$ cat src/rtl/rcs_pipe.sv
// Pipelined ripple-carry add/subtract: one SEG-bit segment per stage, registered carries between stages.
// Optional saturation on signed overflow when RCS_PIPE_SAT_EN is defined.
module rcs_pipe #(
    parameter int WIDTH = 32,
    parameter int SEG   = 8
) (
    input  logic             clk,
    input  logic             rst,
    input  logic             in_valid,
    output logic             in_ready,
    input  logic             in_sub,
    input  logic [WIDTH-1:0] in_a,
    input  logic [WIDTH-1:0] in_b,
    output logic             out_valid,
    input  logic             out_ready,
    output logic [WIDTH-1:0] out_res,
    output logic             out_carry,
    output logic             out_ovf
);

    localparam int NSTG = WIDTH / SEG;

    generate
        if (SEG < 1 || (WIDTH % SEG) != 0 || NSTG < 1) begin : g_bad_params
            $error("rcs_pipe: WIDTH must be a non-zero multiple of SEG");
        end
    endgenerate

    // vld[k] qualifies the stage-k input registers; vld[NSTG] is the output register.
    logic [NSTG:0]    vld;
    logic [WIDTH-1:0] a_r   [NSTG];
    logic [WIDTH-1:0] b_r   [NSTG];
    logic [WIDTH-1:0] res_r [NSTG];
    logic [NSTG-1:0]  cin_r;
    logic [WIDTH-1:0] res_nxt [NSTG];
    logic [NSTG-1:0]  cout;

    logic             adv;
    logic [WIDTH-1:0] sum;
    logic             a_msb;
    logic             b_msb;
    logic             ovf;
    logic [WIDTH-1:0] final_res;

    assign adv       = !vld[NSTG] | out_ready;
    assign in_ready  = adv;
    assign out_valid = vld[NSTG];

    // Partial results carry only the finished lower segments, so OR-ing in the new one is enough.
    generate
        for (genvar k = 0; k < NSTG; k++) begin : g_stage
            logic [SEG:0] seg_sum;
            assign seg_sum    = {1'b0, a_r[k][k*SEG +: SEG]}
                              + {1'b0, b_r[k][k*SEG +: SEG]}
                              + {{SEG{1'b0}}, cin_r[k]};
            assign cout[k]    = seg_sum[SEG];
            assign res_nxt[k] = res_r[k] | (WIDTH'(seg_sum[SEG-1:0]) << (k * SEG));
        end
    endgenerate

    assign sum   = res_nxt[NSTG-1];
    assign a_msb = a_r[NSTG-1][WIDTH-1];
    assign b_msb = b_r[NSTG-1][WIDTH-1];
    assign ovf   = (a_msb == b_msb) & (sum[WIDTH-1] != a_msb);

`ifdef RCS_PIPE_SAT_EN
    assign final_res = !ovf ? sum
                     : (a_msb ? {1'b1, {(WIDTH-1){1'b0}}} : {1'b0, {(WIDTH-1){1'b1}}});
`else
    assign final_res = sum;
`endif

    // Whole pipeline, including the output register, moves only when the output can advance.
    always_ff @(posedge clk or posedge rst) begin
        if (rst) begin
            vld       <= '0;
            cin_r     <= '0;
            out_res   <= '0;
            out_carry <= 1'b0;
            out_ovf   <= 1'b0;
            for (int k = 0; k < NSTG; k++) begin
                a_r[k]   <= '0;
                b_r[k]   <= '0;
                res_r[k] <= '0;
            end
        end else if (adv) begin
            vld      <= {vld[NSTG-1:0], in_valid};
            a_r[0]   <= in_a;
            b_r[0]   <= in_sub ? ~in_b : in_b;
            res_r[0] <= '0;
            cin_r[0] <= in_sub;
            for (int k = 1; k < NSTG; k++) begin
                a_r[k]   <= a_r[k-1];
                b_r[k]   <= b_r[k-1];
                res_r[k] <= res_nxt[k-1];
                cin_r[k] <= cout[k-1];
            end
            out_res   <= final_res;
            out_carry <= cout[NSTG-1];
            out_ovf   <= ovf;
        end
    end

endmodule

$ cat config.mk
export PLATFORM = sky130hd
export DESIGN_NAME = rcs_pipe
export DESIGN_NICKNAME = d
export VERILOG_FILES = /design/src/rtl/rcs_pipe.sv
export SDC_FILE = /design/constraint.sdc
export NUM_CORES = 1
export LEC_CHECK = 0
export ABC_AREA = 1
export CORE_MARGIN = 2
export CORE_UTILIZATION = 50
export DETAILED_ROUTE_END_ITERATION = 8
export GPL_TIMING_DRIVEN = 0
export PLACE_DENSITY = 0.68
export SYNTH_ARGS = -nofsm -noshare
export SYNTH_HDL_FRONTEND = slang
export SYNTH_SLANG_ARGS = --single-unit
$ cat constraint.sdc
create_clock -name clk -period 12.7 [get_ports clk]
set_input_delay 3.175 -clock clk [delete_from_list [all_inputs] [get_ports clk]]
set_output_delay 3.175 -clock clk [all_outputs]
set_load 0.02 [all_outputs]
==> metrics.md <==
| Metric | Value |
|---|---|
| Starting Density | 50.78% |
| GR Overflow Total | 0 |
| Crit-path cells | clkdlybuf4s50_1 > nor2_4 > inv_2 > buf_6 > buf_2 > clkdlybuf4s50_1 |
| Leading cell types in the layout, fill and taps excluded | nand2_1, dfrtp_1, inv_1 |
| Synth-to-layout area growth | 21.09% |
| H-tree depth | 1 |
| Chip height | 152.6 um |
| Clock-pin slew on the worst setup and hold paths | 0.06 ns |
| IO Pins | 105 |
| Most common cell after layout, fill and taps aside | nand2_1 |
| Mapped Cells | 1273 |
| CTS Buffer Depth | 3 |
| Final period utilization | 64.33% |
| Number of global-route vias before repair | 8053 |
| Leak | 6.749 nW |
| Vias per cell | 4.998 |
| # Post-CTS Setup Buffers | 0 |
| Crit path max-delay cell type | clkdlybuf4s50_1 |
| Port Buffer Count | 103 |
| CTS tree | yes |
| RSZ-0062 raised after global routing | no |
| Final hold violation count | 0 |
| Initial antenna violation count | 0 |
| Routed vias | 8511 |
| CP Class | input port to primary output |
| Fin crit period | 8.170 ns |
| Worst vdd ir | 0.00009780 V |
| Post-DP Area | 12490 um2 |
| Overall routed net length | 26690 um |
| Initial drt markers | 582 |
| Crit. End Element | primary output |
| FMAX | 0.1224 GHz |
| Finish-stage setup viols | 0 |
| GRT Util Overall | 23.17% |
| Post-synth cell types | 22 |
| Total Nets Final | 1511 |
| Asr flop ratio synth | 100.0% |
| Worst slew margin | 51.57% |
| Row cnt | 54 |
| TritonRoute pass-1 iters | 7 |
| Max Slew Vio Count | 0 |
| Fin cells | 1703 |
| Inst Count DP | 1658 |
| Worst Max-Slew Pin Slew | 0.7265 ns |
| CTS hold repair buffers | 0 |
| # diodes | 0 |
| Tightest Hold Check Type | flop to flop |
| RePlAce Congestion | 0.8851 |
| Worst reg-to-reg path cell count | 8 |
| DR WL met3 | 1630 um |
| DP Worst Slack | 4.518 ns |
| Die area | 23300 um2 |
| Clk sink count | 251 |
| Required time worst endpoint | 9.52 ns |
| Total power | 3.506 mW |
| Syn avg cell area | 8.679 um2 |
| Ys flop type | dfrtp_1 |
| Outcome | complete, no violations |
| Synth Register Bits | 251 |
| MaxCap Viol Count | 0 |
| Critical path arrival | 4.99 ns |
| Antenna Violating Nets Remaining | 0 |
| Max FO, Critical Path | 10 |
| Drt wl/cell | 15.67 um |
| Met2 WL | 12060 um |
| Number of flops mapped to enable cells by yosys | 0 |
| Post-Syn Nets | 1378 |
| Pwr dens | 262.0 nW/um2 |
| Skew final | 0.007670 ns |
| DRC | 0 |
| CP dominant cell by count | clkdlybuf4s50_1 |
| PnR worst setup slack | 4.530 ns |
| Yosys warns | 0 |
| First-pass GRT wire length | 43440 um |
| CP max stage delay | 0.63 ns |
| Number of buffers created by CTS | 26 |
| Cell area after layout | 13380 um2 |
| Post-DP HPWL | 19140 um |
| M1 WL | 12300 um |
| Synth Cell Area | 11050 um2 |
| Register area share after synthesis | 56.85% |
| Resized cells post-CTS | 0 |
| Startpoint types | input port |
| Core Area | 21760 um2 |
| Share of layout cells above drive strength 1 | 6.254% |
| Worst-Skew Late Latency | 0.53 ns |
| Root buffer cell | clkbuf_16 |
| Die Span X | 152.6 um |
| Largest net degree at the start of global routing | 119 |
| Hold Path Depth | 2 |
| Top sig layer | met4 |
worst max-delay path, delay by kind of cell:
kind | cells | cell delay, ns
buf+inv | 5 | 1.72
simple gates | 1 | 0.08
final timing paths:
path | start | to | slack, ns
hold reg to reg | res_r[18]$_DFFE_PP0P_ | out_res[18]$_DFFE_PP0P_ | 0.47
min in group asynchronous | rst | out_res[13]$_DFFE_PP0P_ | 2.98
setup reg to reg | b_r[48]$_DFFE_PP0P_ | cin_r[3]$_DFFE_PP0P_ | 10.69
max in group asynchronous | rst | a_r[111]$_DFFE_PP0P_ | 8.90
setup / recovery | out_ready | in_ready | 4.53
hold / removal | res_r[18]$_DFFE_PP0P_ | out_res[18]$_DFFE_PP0P_ | 0.47
state kept, by name, summed over array words and instances (netlist names):
name / cells
a_msb: 1
cin_r: 4
out_ovf: 1
out_carry: 1
a_r: 79
res_r: 48
vld: 5
out_res: 32
b_msb: 1
b_r: 79
cell type report:
type | instances | area, um2
Timing Repair Buffer | 105 | 1086
Tap cell | 280 | 350.3
Multi-Input combinational cell | 858 | 4073
Fill cell | 1956 | 8378
Sequential cell | 251 | 6281
Buffer | 58 | 296.5
Clock buffer | 41 | 788.3
Inverter | 106 | 405.4
Clock inverter | 4 | 97.59
synth_stat cells (3+ instances only):
library cell | count | area (um2)
nand2_1 | 550 | 2064
dfrtp_1 | 251 | 6281
inv_1 | 105 | 394.1
o21ai_0 | 102 | 510.5
buf_2 | 42 | 210.2
o21ai_1 | 42 | 210.2
nand3_1 | 41 | 205.2
xnor2_1 | 34 | 297.8
ha_1 | 28 | 350.3
nor2_1 | 19 | 71.32
a21oi_1 | 16 | 80.08
clkbuf_1 | 11 | 41.29
nand4_1 | 9 | 56.30
fa_1 | 8 | 160.2
o22ai_1 | 4 | 25.02
o21a_1 | 3 | 22.52
where the power goes:
| group | leakage, nW | switching [mW] | internal (mW) |
|---|---|---|---|
| Combinational | 3.28 | 0.839 | 0.520 |
| Clock | 0.428 | 0.307 | 0.483 |
| Sequential | 3.04 | 0.201 | 1.16 |
| Total | 6.75 | 1.35 | 2.16 |
cell families after synthesis:
| group | synth area share (%) |
|---|---|
| AO/OA/AOI/OAI | 7.746 |
| XOR/XNOR | 2.695 |
| buffers and inverters | 6.285 |
| flip-flops | 56.85 |
| adder cells (fa/ha/maj) | 4.621 |
| AND/OR/NAND/NOR | 21.80 |
per-stage QoR:
stage               utilization (%)  TNS, ns  hold slack (ns)
global route                  61.49        0           0.4813
finish                        61.49        0           0.4672
floorplan                         -        0           0.4227
detailed placement            57.42        0           0.4524
CTS                           61.49        0           0.4661
global placement              57.13   -71.16           0.4480
per-layer routing:
layer / up-vias / GRT usage, %
met4: 0 / 6.614
li1: 4244 / -
met5: - / 0
met2: 231 / 36.19
met3: 44 / 2.673
met1: 3992 / 34.56
Note: power is estimated with default switching activity, not from simulation.
